### src/rtl/ex_muldiv_pkg.sv
// Shared definitions for the EX-stage HI/LO multiply/divide unit:
// MIPS funct codes of the HI/LO group and the sequencer state encoding.
package ex_muldiv_pkg;

    localparam logic [5:0] FUNCT_MFHI  = 6'h10;
    localparam logic [5:0] FUNCT_MTHI  = 6'h11;
    localparam logic [5:0] FUNCT_MFLO  = 6'h12;
    localparam logic [5:0] FUNCT_MTLO  = 6'h13;
    localparam logic [5:0] FUNCT_MULT  = 6'h18;
    localparam logic [5:0] FUNCT_MULTU = 6'h19;
    localparam logic [5:0] FUNCT_DIV   = 6'h1A;
    localparam logic [5:0] FUNCT_DIVU  = 6'h1B;

    typedef enum logic [1:0] {
        IDLE = 2'd0,
        RUN  = 2'd1,
        FIX  = 2'd2
    } state_e;

endpackage

### src/rtl/ex_muldiv_unit_muldiv_datapath.sv
// Combinational iteration step (shift-add multiply / restoring divide) and the
// final two's-complement sign correction for the iterative HI/LO unit.
module muldiv_datapath
    import ex_muldiv_pkg::*;
#(
    parameter int XLEN = 32
) (
    input  logic [2*XLEN-1:0] acc_i,
    input  logic [XLEN-1:0]   opb_i,
    input  logic              is_div_i,
    input  logic              neg_q_i,
    input  logic              neg_r_i,
    output logic [2*XLEN-1:0] acc_step_o,
    output logic [XLEN-1:0]   hi_fix_o,
    output logic [XLEN-1:0]   lo_fix_o
);

    logic              b_zero_s;
    logic [XLEN:0]     sum_s;
    logic [XLEN:0]     diff_s;
    logic [XLEN-1:0]   rem_s;
    logic              q_bit_s;
    logic [2*XLEN-1:0] prod_s;

    // One iteration: acc holds {partial product, multiplier} or {remainder, dividend/quotient}
    always_comb begin
        b_zero_s = (opb_i == '0);
        sum_s    = {1'b0, acc_i[2*XLEN-1:XLEN]} + (acc_i[0] ? {1'b0, opb_i} : {(XLEN+1){1'b0}});
        // Shifted remainder is < 2*divisor, so a 33-bit difference gives an exact sign bit
        diff_s   = acc_i[2*XLEN-1:XLEN-1] - {1'b0, opb_i};
        q_bit_s  = b_zero_s || !diff_s[XLEN];
        rem_s    = q_bit_s ? diff_s[XLEN-1:0] : acc_i[2*XLEN-2:XLEN-1];
        if (is_div_i) begin
            acc_step_o = {rem_s, acc_i[XLEN-2:0], q_bit_s};
        end else begin
            acc_step_o = {sum_s, acc_i[XLEN-1:1]};
        end
    end

    // Sign correction; a zero divisor leaves all-ones quotient and dividend magnitude untouched
    always_comb begin
        prod_s = neg_q_i ? -acc_i : acc_i;
        if (is_div_i) begin
            lo_fix_o = (neg_q_i && !b_zero_s) ? -acc_i[XLEN-1:0] : acc_i[XLEN-1:0];
            hi_fix_o = (neg_r_i && !b_zero_s) ? -acc_i[2*XLEN-1:XLEN] : acc_i[2*XLEN-1:XLEN];
        end else begin
            lo_fix_o = prod_s[XLEN-1:0];
            hi_fix_o = prod_s[2*XLEN-1:XLEN];
        end
    end

endmodule

### src/rtl/ex_muldiv_unit.sv
// EX-stage MIPS HI/LO unit: decode, IDLE/RUN/FIX sequencer, stall generation
// and the architectural HI/LO registers around an iterative datapath.
module ex_muldiv_unit
    import ex_muldiv_pkg::*;
#(
    parameter int XLEN  = 32,
    parameter int CNT_W = 6
) (
    input  logic            clk,
    input  logic            rst_n,
    input  logic            ex_rtype,
    input  logic [5:0]      ex_funct,
    input  logic [XLEN-1:0] ex_opA,
    input  logic [XLEN-1:0] ex_opB,
    input  logic            ex_flush,
    output logic            md_stall,
    output logic            md_busy,
    output logic [XLEN-1:0] md_result,
    output logic [XLEN-1:0] hi,
    output logic [XLEN-1:0] lo
);

    state_e            state_q, state_d;
    logic [CNT_W-1:0]  cnt_q, cnt_d;
    logic [2*XLEN-1:0] acc_q, acc_d, acc_step_s;
    logic [XLEN-1:0]   opb_q, opb_d;
    logic [XLEN-1:0]   hi_q, hi_d, lo_q, lo_d;
    logic [XLEN-1:0]   hi_fix_s, lo_fix_s, mag_a_s, mag_b_s;
    logic              is_div_q, is_div_d, neg_q_q, neg_q_d, neg_r_q, neg_r_d;
    logic              start_s, mf_s, mt_s, sign_a_s, sign_b_s;

    // Instruction decode and operand magnitudes
    always_comb begin
        start_s  = ex_rtype && ((ex_funct == FUNCT_MULT) || (ex_funct == FUNCT_MULTU) ||
                                (ex_funct == FUNCT_DIV)  || (ex_funct == FUNCT_DIVU));
        mf_s     = ex_rtype && ((ex_funct == FUNCT_MFHI) || (ex_funct == FUNCT_MFLO));
        mt_s     = ex_rtype && ((ex_funct == FUNCT_MTHI) || (ex_funct == FUNCT_MTLO));
        // funct bit 0 clear selects the signed variants (MULT, DIV)
        sign_a_s = !ex_funct[0] && ex_opA[XLEN-1];
        sign_b_s = !ex_funct[0] && ex_opB[XLEN-1];
        mag_a_s  = sign_a_s ? -ex_opA : ex_opA;
        mag_b_s  = sign_b_s ? -ex_opB : ex_opB;
    end

    muldiv_datapath #(.XLEN(XLEN)) u_datapath (
        .acc_i      (acc_q),
        .opb_i      (opb_q),
        .is_div_i   (is_div_q),
        .neg_q_i    (neg_q_q),
        .neg_r_i    (neg_r_q),
        .acc_step_o (acc_step_s),
        .hi_fix_o   (hi_fix_s),
        .lo_fix_o   (lo_fix_s)
    );

    // Sequencer next state and HI/LO update
    always_comb begin
        state_d  = state_q;
        cnt_d    = cnt_q;
        acc_d    = acc_q;
        opb_d    = opb_q;
        is_div_d = is_div_q;
        neg_q_d  = neg_q_q;
        neg_r_d  = neg_r_q;
        hi_d     = hi_q;
        lo_d     = lo_q;
        case (state_q)
            IDLE: begin
                if (start_s && !ex_flush) begin
                    acc_d    = {{XLEN{1'b0}}, mag_a_s};
                    opb_d    = mag_b_s;
                    is_div_d = ex_funct[1];
                    neg_q_d  = sign_a_s ^ sign_b_s;
                    neg_r_d  = sign_a_s;
                    cnt_d    = CNT_W'(XLEN-1);
                    state_d  = RUN;
                end else if (mt_s && !ex_flush) begin
                    if (ex_funct == FUNCT_MTHI) begin
                        hi_d = ex_opA;
                    end else begin
                        lo_d = ex_opA;
                    end
                end else begin
                    state_d = IDLE;
                end
            end
            RUN: begin
                if (ex_flush) begin
                    state_d = IDLE;
                end else begin
                    acc_d = acc_step_s;
                    if (cnt_q == '0) begin
                        state_d = FIX;
                    end else begin
                        cnt_d = cnt_q - CNT_W'(1);
                    end
                end
            end
            FIX: begin
                if (ex_flush) begin
                    state_d = IDLE;
                end else begin
                    hi_d    = hi_fix_s;
                    lo_d    = lo_fix_s;
                    state_d = IDLE;
                end
            end
            default: state_d = IDLE;
        endcase
    end

    // State, operand and HI/LO registers
    always_ff @(posedge clk or negedge rst_n) begin
        if (!rst_n) begin
            state_q  <= IDLE;
            cnt_q    <= '0;
            acc_q    <= '0;
            opb_q    <= '0;
            is_div_q <= 1'b0;
            neg_q_q  <= 1'b0;
            neg_r_q  <= 1'b0;
            hi_q     <= '0;
            lo_q     <= '0;
        end else begin
            state_q  <= state_d;
            cnt_q    <= cnt_d;
            acc_q    <= acc_d;
            opb_q    <= opb_d;
            is_div_q <= is_div_d;
            neg_q_q  <= neg_q_d;
            neg_r_q  <= neg_r_d;
            hi_q     <= hi_d;
            lo_q     <= lo_d;
        end
    end

    // Busy/stall and the MFHI/MFLO read port
    always_comb begin
        md_busy  = (state_q != IDLE);
        md_stall = md_busy && (start_s || mf_s || mt_s) && !ex_flush;
        if ((state_q == IDLE) && mf_s) begin
            md_result = (ex_funct == FUNCT_MFHI) ? hi_q : lo_q;
        end else begin
            md_result = '0;
        end
    end

    assign hi = hi_q;
    assign lo = lo_q;

endmodule

### config.mk
export PLATFORM = sky130hd
export DESIGN_NAME = ex_muldiv_unit
export DESIGN_NICKNAME = d
export VERILOG_FILES = /design/src/rtl/ex_muldiv_pkg.sv /design/src/rtl/ex_muldiv_unit_muldiv_datapath.sv /design/src/rtl/ex_muldiv_unit.sv
export SDC_FILE = /design/constraint.sdc
export NUM_CORES = 1
export LEC_CHECK = 0
export ABC_AREA = 1
export BUFFER_PORTS_ARGS = -buffer_cell sky130_fd_sc_hd__buf_2
export CAP_MARGIN = 25
export CORE_UTILIZATION = 45
export DETAILED_ROUTE_END_ITERATION = 6
export PLACE_DENSITY = 0.74
export REMOVE_ABC_BUFFERS = 1
export SKIP_CTS_REPAIR_TIMING = 1
export SLEW_MARGIN = 20
export SYNTH_ARGS = -nofsm -noshare
export SYNTH_HDL_FRONTEND = slang
export SYNTH_SLANG_ARGS = --single-unit
### constraint.sdc
create_clock -name clk -period 3.3 [get_ports clk]
set_input_delay 0.495 -clock clk [delete_from_list [all_inputs] [get_ports clk]]
set_output_delay 0.495 -clock clk [all_outputs]
set_load 0.05 [all_outputs]
### Word-level counts from Yosys, hierarchy flattened

Cells that the tools add are included.

| operators by class | value |
|---|---|
| bitwise operators | 1 |
| muxes and demuxes | 34 |
| multipliers | 0 |
| add/subtract/negate cells | 8 |
| eq/ne operators | 20 |
| $lt $le $gt $ge | 0 |
| shift-type cells | 0 |
| reduce and logical (&&, ||, !) cells | 36 |
| divide/modulo/power cells | 0 |

Operator list:

| operator | count |
|---|---|
| 32-bit two-way mux | 18 |
| 64-bit two-way mux | 4 |
| 32-bit negation | 4 |
| 32-bit one-hot mux with 2 select lines | 2 |
| 64-bit one-hot mux with 2 select lines | 1 |
| 64-bit negation | 1 |
| 6-bit by 5-bit == test with 1-bit output, second input constant | 8 |
| 32-bit by 33-bit adder with 33-bit output | 1 |
| 33-bit by 32-bit subtractor with 33-bit output | 1 |
| 32-bit zero test | 1 |
| 6-bit two-way mux | 3 |
| 2-bit != test, second input constant | 8 |
| 1-bit logical AND | 12 |
| 6-bit one-hot mux with 2 select lines | 1 |
| 5-bit AND reduction | 2 |
| 1-bit logical OR | 8 |
| 2-bit two-way mux | 4 |
| 6-bit zero test | 1 |
| 3-bit != test, second input constant | 2 |
| 2-bit nonzero test | 3 |
| 6-bit by 1-bit subtractor with 6-bit output, second input constant | 1 |
| 1-bit zero test | 4 |
| 2-bit one-hot mux with 2 select lines | 1 |
| 2-bit AND reduction | 2 |
| other kinds (6) | 6 |

| word-level totals | value |
|---|---|
| bits in registers | 171 |
| latch bits | 0 |
| bits of input ports | 74 |
| memory bits (writable) | 0 |
| memories | 0 |
| bits in read-only memories | 0 |
| logic and storage cells | 108 |

### Depth between registers and ports, before layout

Gate-level depths: netlist (run 1).

| depth | value |
|---|---|
| depth after elaboration | 9 |
| mapped depth | 21 |
| gate-level depth less buffers | 19 |

### Cells and area by module

A second synthesis (run 1) with hierarchy kept.

| unflattened totals | value |
|---|---|
| cells, all modules | 3410 |
| area, all modules | 19517.5 µm² |

By module, submodules not included:

| module | cells each | seq. area each (µm²) | times used | area each (µm²) |
|---|---|---|---|---|
| ex_muldiv_unit | 1431 | 4279.1 | 1 | 9985.8 |
| muldiv_datapath | 1979 | 0.0 | 1 | 9531.6 |

### Worst setup path after synthesis (run 1)

OpenSTA, ideal clock, no wires.

| path | value |
|---|---|
| kind | in2out |
| from | input port ex_funct[3] |
| to | output port md_result[14] |
| required time | 2805 ps |
| arrival time | 2518 ps |
| path slack | 287 ps |
| cell stages on the path | 8 |
| cells stage by stage | inv_1 -> nand2_1 -> nor2_1 -> inv_1 -> nor2_1 -> clkinv_1 -> clkbuf_1 -> a211oi_1 |

| on the way | value |
|---|---|
| longest elaborated chain between the ends | 5 |
| elaborated cells between the ends (all ways) | 7 |

RTL lines:

| what | RTL line | text |
|---|---|---|
| start, declared | ex_muldiv_unit.sv:12 | `input logic [5:0] ex_funct,` |
| 6-bit by 5-bit == test with 1-bit output, on equally long branches | ex_muldiv_unit.sv:36, ex_muldiv_unit.sv:142 |  |
| 1-bit logical OR | ex_muldiv_unit.sv:36 | `mf_s = ex_rtype && ((ex_funct == FUNCT_MFHI) \|\| (ex_funct == FUNCT_MFLO));` |
| 1-bit logical AND | ex_muldiv_unit.sv:36 |  |
| 1-bit logical AND | ex_muldiv_unit.sv:141 | `if ((state_q == IDLE) && mf_s) begin` |
| 32-bit two-way mux * | ex_muldiv_unit.sv:141 |  |
| end, declared | ex_muldiv_unit.sv:18 | `output logic [XLEN-1:0] md_result,` |

Every way passes the cells marked *; elsewhere a longest branch is shown, timed or not.

### Worst setup path in the final report (run 1)

| path | value |
|---|---|
| from | register acc_q[31] |
| to | register acc_q[32] |

| on the way | value |
|---|---|
| longest elaborated chain between the ends | 7 |

RTL lines:

| what | RTL line | text |
|---|---|---|
| start, declared | ex_muldiv_unit.sv:25 | `logic [2*XLEN-1:0] acc_q, acc_d, acc_step_s;` |
| start signal, assigned | ex_muldiv_unit.sv:117 | `acc_q <= '0;` |
| start signal, assigned | ex_muldiv_unit.sv:127 | `acc_q <= acc_d;` |
| 33-bit by 32-bit subtractor with 33-bit output | ex_muldiv_unit_muldiv_datapath.sv:30 | `diff_s = acc_i[2*XLEN-1:XLEN-1] - {1'b0, opb_i};` |
| 1-bit zero test | ex_muldiv_unit_muldiv_datapath.sv:31 | `q_bit_s = b_zero_s \|\| !diff_s[XLEN];` |
| 1-bit logical OR | ex_muldiv_unit_muldiv_datapath.sv:31 |  |
| 32-bit two-way mux * | ex_muldiv_unit_muldiv_datapath.sv:32 | `rem_s = q_bit_s ? diff_s[XLEN-1:0] : acc_i[2*XLEN-2:XLEN-1];` |
| 64-bit two-way mux * | ex_muldiv_unit_muldiv_datapath.sv:33 | `if (is_div_i) begin` |
| 64-bit two-way mux * | ex_muldiv_unit.sv:88 | `if (ex_flush) begin` |
| 64-bit one-hot mux with 2 select lines * | ex_muldiv_unit.sv:67 | `case (state_q)` |

Every way passes the cells marked *; elsewhere a longest branch is shown, timed or not. The select of a mux whose other input is x is not followed.
A chain may end at the register's enable or synchronous reset.

==> results.md, run 1 <==
* Top_reg_cell synth: dfrtp_1
* Setup slack after layout at 0.284 ns
* Synth Cell Area at 0.0179 mm^2
* Measured slew at the worst slew-check pin at 0.814 ns
* Critical Path Start Type: flip-flop
* Antenna violations before repair at 0
* Die span in x at 201 um
* Dpl hpwl at 54,100 um
* Area occupied by multi-input gates at 0.0117 mm^2
* Final setup viols at 0
* Synth Register Bits at 171
* CP Data Arrival Time at 3.39 ns
* Post-synth EDFFs at 0
* Post-route ant nets at 0
* Final Max Tran Viols at 0
* Layout cells sized above 1 at 10.2%
* Leakage power at 0.0106 uW
* Final Cycle Share at 91.4%
* Post-route insts no fill at 3,751
* Vias at 20,800
* Largest net degree at the start of global routing at 72
* Clock root buffer: clkbuf_16
* MaxCap Viol Count at 0
* GRT Total Usage at 33.9%
* Worst clock skew at 0.0150 ns
* Cell Pwr Density at 649 mW/mm^2
* TritonCTS clock tree: done
* RSZ-0062 raised after global routing: no
* Initial Util at 46.0%
* Critical path peak fanout at 12
* Sequential fraction of the synthesis area at 23.9%
* Worst ir drop on vdd at 0.389 mV
* Core area at 0.0389 mm^2
* Worst-skew pair later-pin latency at 0.48 ns
* FF+latch area at 0.00428 mm^2
* Internal Pwr Total at 6100 uW
* Routed wire per std cell at 18.3 um
* Tightest Hold Check Type: input pin to asynchronous set/reset pin
* Clk network pwr share at 17.0%
* CP required at 3.67 ns
* Slew HR at 45.2%
* Sequential power share at 24.0%
* Fraction of registers with async set/reset at 100%
* Crit Path Class: flip-flop to flip-flop
* First-pass GRT wire length at 107,000 um
* DRC at 0
* Status: completed
* Die Area at 0.0405 mm^2
* DIE HEIGHT at 201 um
* Placed insts at 3,719
* Ports at 172
* Mapped Cells at 3,078
* Longest Clk Path Bufs at 2
* Iter 0 DRT Violations at 1,753
* Synth unique cells at 49
* Comb power frac at 59.0%
* Sink Count at 171
* Synthesis Warnings at 0
* Hold_ws at 0.0222 ns
* Final Net Count at 3,366
* Syn_area_per_cell at 5.81 um^2
* Vias/cell at 5.53
* Switching part of the total power at 53.3%
* Total power at 13,100 uW
* Net Switching at 6950 uW
* Router iterations before antenna repair at 6
* # port buffers at 171
* H-tree levels at 4
* Setup TNS at 0 ns
* Rows at 72
* CTS clk-pin slew, worst paths at 0.07 ns
* Area growth from synthesis to layout at 12.5%
* Remaining Overflow, GRT at 0
* Diode count at 0
* Maximum clock rate at 332 MHz
* Minimum clock period at 3.02 ns
* CP Capture Type: flip-flop
* Vias in the first global route at 19,500
* Final hold vios at 0
* Fillers at 4,269
* Place WS at 0.337 ns
* WL final at 68,500 um
* GPL Wtd Cong at 1.04
* CTS Buf Count at 17
worst max-delay path, stage by stage (launching register included):
cell     delay, ns
dfrtp_1       0.49
inv_1         0.17
ha_1          0.28
fa_1          0.43
inv_1         0.12
nand2_1       0.06
nand2_1       0.08
nand3_1       0.07
nand2_1       0.15
nand2_2       0.08
nand2_4       0.08
nand2_4       0.07
nand3_4       0.07
nand3_4       0.19
buf_4         0.26
nand2_1       0.06
nand2_1       0.04
o21ai_1       0.12
nand2_1       0.06
sequential cells by signal, summed over array words and instances (netlist names):
| name | flops |
|---|---|
| neg_q_q | 1 |
| lo | 32 |
| opb_q | 32 |
| cnt_q | 6 |
| state_q | 2 |
| acc_q | 64 |
| is_div_q | 1 |
| neg_r_q | 1 |
| hi | 32 |
cell families after synthesis:
logic type | after synthesis | share of synthesized area, %
simple gates | 1775 | 41.9
flops | 171 | 23.9
compound gates | 497 | 15.3
buf+inv | 505 | 10.9
fa+ha+maj | 72 | 5.12
xor+xnor | 58 | 2.84
cell usage after synthesis, types with 3 or more instances:
cell	instances	share of area, %
clkbuf_1	71	1.5
nand2_2	15	0.52
dfrtp_1	171	24
nand3b_1	14	0.59
o21a_1	4	0.17
nand4_1	57	2.0
nor2_2	7	0.24
a21oi_1	214	6.0
nor3_1	35	0.98
nand2_4	3	0.19
buf_1	8	0.17
and3_1	3	0.10
inv_2	22	0.46
a21oi_2	4	0.20
a21o_1	8	0.34
nor2_1	463	9.7
and2_1	4	0.14
o21ai_1	15	0.42
or2_1	3	0.10
nand2_1	827	17
a22oi_1	22	0.92
nor4_1	8	0.28
or2_2	9	0.31
inv_1	374	7.9
a31oi_1	15	0.52
buf_2	26	0.73
xor2_1	47	2.3
xnor2_1	11	0.54
o31ai_1	3	0.13
ha_1	70	4.9
o21ai_0	167	4.7
nand3_1	320	9.0
o21bai_1	11	0.46
a211oi_1	17	0.71
o211ai_1	11	0.46
routing by layer:
layer | vias up | GRT usage [%] | wire length (um)
met5 | - | 0 | 0
met4 | 0 | 16.8 | 3450
met3 | 155 | 5.31 | 5360
met2 | 863 | 57.6 | 32100
met1 | 9460 | 41.5 | 27500
li1 | 10300 | - | -
layout make-up:
type | count | share of cell area, %
multi-input combinational | 2402 | 58.0
sequential | 171 | 21.3
timing repair buffer | 230 | 6.99
tap | 518 | 3.22
clock buffer | 18 | 2.13
clock inverter | 14 | 0.902
inverter | 398 | 7.43
layout by cell type, fill, tap and decap left out, types with 47 or more instances in the layout:
cell type  instances
buf_4             51
a21oi_1          214
nor2_1           460
inv_1            374
nand2_1          827
xor2_1            47
o21ai_0          167
nand4_1           57
dfrtp_1          170
buf_2            170
nand3_1          320
ha_1              70
worst paths after layout:
path / from / end / slack [ns] / cells past startpoint
min in group clk: ex_funct[1] / is_div_q$_DFFE_PN0P_ / 0.30 / 3
max reg2reg: acc_q[31]$_DFFE_PN0P_ / acc_q[32]$_DFFE_PN0P_ / 0.28 / 18
min reg2reg: cnt_q[4]$_DFFE_PN0P_ / cnt_q[4]$_DFFE_PN0P_ / 0.52 / 2
min: rst_n / hi[7]$_DFFE_PN0P_ / 0.02 / 1
max in group asynchronous: rst_n / opb_q[29]$_DFFE_PN0P_ / 2.47 / 2
max: acc_q[31]$_DFFE_PN0P_ / acc_q[32]$_DFFE_PN0P_ / 0.28 / 18
power by group through the flow:
| stage | combinational [uW] | sequential, uW | clock, uW |
|---|---|---|---|
| floorplan | 4840 | 3330 | 0 |
| finish | 7710 | 3130 | 2210 |
| CTS | 7560 | 3110 | 2230 |
| global route | 8520 | 3190 | 2300 |
| global placement | 7540 | 3140 | 0 |
| detailed placement | 7530 | 3140 | 0 |
metrics by stage:
stage / cell area, um^2 / util (%)
after floorplan: 17400 / -
after global placement: 19500 / 50.1
after detailed placement: 19500 / 50.1
after CTS: 20100 / 51.7
after global routing: 20100 / 51.7
final: 20100 / 51.7
Power figures use the tool's default switching activity.
==> inputs of run 2 (changes only) <==
- RECOVER_POWER: not set -> 50
==> results.md, run 2 (synthesis gave the netlist of run 1 again) <==
* Commonest non-fill, non-tap cell in the layout: nand2_1
* Iter 0 DRT Violations at 1,649
* Clock root buffer: clkbuf_16
* Hold_sp: ex_funct[1]
* Critical path peak fanout at 12
* Die span in x at 201 um
* DRC at 1
* Worst clock skew at 0.0135 ns
* Post-route ant nets at 0
* Critical path's top delay family: simple AND/OR/NAND/NOR gates
* WL final at 68,400 um
* Most flops, register: acc_q
* Longest Clk Path Bufs at 2
* DIE HEIGHT at 201 um
* Layout cells sized above 1 at 8.72%
* Crit. path cell count at 18
* Total power at 13,000 uW
* GPL Wtd Cong at 1.04
* GRT Total Usage at 33.9%
* Final setup viols at 0
* R2R cell count at 18
* Largest net degree at the start of global routing at 72
* Slowest stage delay, CP at 0.49 ns
* Failing checks: DRC, capacitance limit, slew limit
* Tightest Hold Check Type: input pin to flip-flop
* Worst-skew pair later-pin latency at 0.48 ns
* Cell Pwr Density at 651 mW/mm^2
* Vias in the first global route at 19,500
* Met3 usage at 5.31%
* CTS clk-pin slew, worst paths at 0.07 ns
* Critical Path Start Type: flip-flop
* Fillers at 4,276
* Initial Util at 46.0%
* TritonCTS clock tree: done
* Dpl hpwl at 54,100 um
* Worst ir drop on vdd at 0.386 mV
* M2 GR Usage at 57.6%
* Diode count at 0
* Setup crit end: acc_q[32]$_DFFE_PN0P_
* Final Net Count at 3,366
* Met1 GRT Util at 41.5%
* Maximum clock rate at 335 MHz
* H-tree levels at 4
* Rows at 72
* Final Max Tran Viols at 129
* Most used cell, CP: nand2_1
* FF-to-FF Start: acc_q[31]$_DFFE_PN0P_
* CTS Buf Count at 17
* Die Area at 0.0405 mm^2
* Final Cycle Share at 90.4%
* First-pass GRT wire length at 107,000 um
* Vias at 20,800
* Final hold vios at 0
* R2R Setup Slk at 0.32 ns
* Remaining Overflow, GRT at 0
* Placed insts at 3,719
* Crit-path cells: inv_1, ha_1, fa_1, inv_1, nand2_1, nand2_1, nand3_1, nand2_1, nand2_2, nand2_4, nand2_4, nand3_4, nand3_4, buf_4, nand2_1, nand2_1, o21ai_1, nand2_1
* Vias/cell at 5.53
* MaxCap Viol Count at 2
* Ports at 172
* Post-route insts no fill at 3,751
* Antenna violations before repair at 0
* Crit path launch: acc_q[31]$_DFFE_PN0P_
* CP Data Arrival Time at 3.35 ns
* Slew HR at -7.27%
* Leakage power at 0.0104 uW
* RSZ-0062 raised after global routing: no
* Worst r2r dst: acc_q[32]$_DFFE_PN0P_
* Crit Path Class: flip-flop to flip-flop
* Router iterations before antenna repair at 7
* Largest register FFs at 64
* CP required at 3.67 ns
* Status: complete, but fails checks
* Measured slew at the worst slew-check pin at 1.61 ns
* CP Capture Type: flip-flop
* Sink Count at 171
* Minimum clock period at 2.98 ns
* CP max-delay cell: dfrtp_1
* Routed wire per std cell at 18.2 um
* WP buf/inv at 3
* Area growth from synthesis to layout at 11.9%
* # port buffers at 171
* Core area at 0.0389 mm^2
* Most Used Layer, Global Route: met2
* Most frequent cells in the layout: nand2_1, nor2_1, inv_1
==> run 2: layer usage <==
metal	up-vias	share of wire [%]	wire length (um)
li1	10300	-	-
met1	9476	40	27600
met2	851	47	32200
met3	154	7.6	5180
met4	0	5.0	3410
met5	-	0	0
==> run 2: final cells by class <==
| cell class | count | area (um^2) | share of cell area [%] |
|---|---|---|---|
| sequential | 171 | 4280 | 21.4 |
| inverter | 398 | 1490 | 7.46 |
| timing repair buffer | 230 | 1310 | 6.54 |
| multi-input combinational | 2402 | 11700 | 58.3 |
| tap | 518 | 648 | 3.24 |
| clock inverter | 14 | 181 | 0.906 |
| clock buffer | 18 | 429 | 2.14 |
==> run 2: worst reg2reg max path, delay by kind of cell, from the launching register on <==
family,cells,cell delay [ns]
and+or+nand+nor,12,1.04
adders and majority gates,2,0.69
buffers and inverters,3,0.53
DFF,1,0.49
AOI/OAI and AO/OA,1,0.12
==> run 2: how the worst min path moves through the flow <==
stage	endpoint	slack (ns)	cells after the start
after detailed placement	cnt_q[4]$_DFFE_PN0P_	0.52	2
after CTS	lo[8]$_DFFE_PN0P_	0.03	1
after global routing	neg_q_q$_DFFE_PN0P_	0.31	2
final	is_div_q$_DFFE_PN0P_	0.30	3
after floorplan	acc_q[0]$_DFFE_PN0P_	0.20	0
after global placement	cnt_q[5]$_DFFE_PN0P_	0.52	2
==> run 2: per-stage QoR <==
stage	TNS [ns]	utilization [%]	worst slack (ns)	hold slack, ns	cell area [um^2]
2_1_floorplan	-80.77	-	-1.01	0.199	17400
3_3_place_gp	0	50.1	0.403	0.516	19500
3_5_place_dp	0	50.1	0.337	0.519	19500
4_1_cts	0	51.7	0.319	0.0265	20100
5_1_grt	0	51.4	0.0815	0.314	20000
6_report	0	51.4	0.316	0.298	20000
==> run 2: power by group <==
group | switching (uW) | total, uW | internal (uW) | leakage, uW
clock network | 1010 | 2220 | 1210 | 0.000302
registers | 630 | 3140 | 2510 | 0.00210
logic | 5320 | 7680 | 2360 | 0.00803
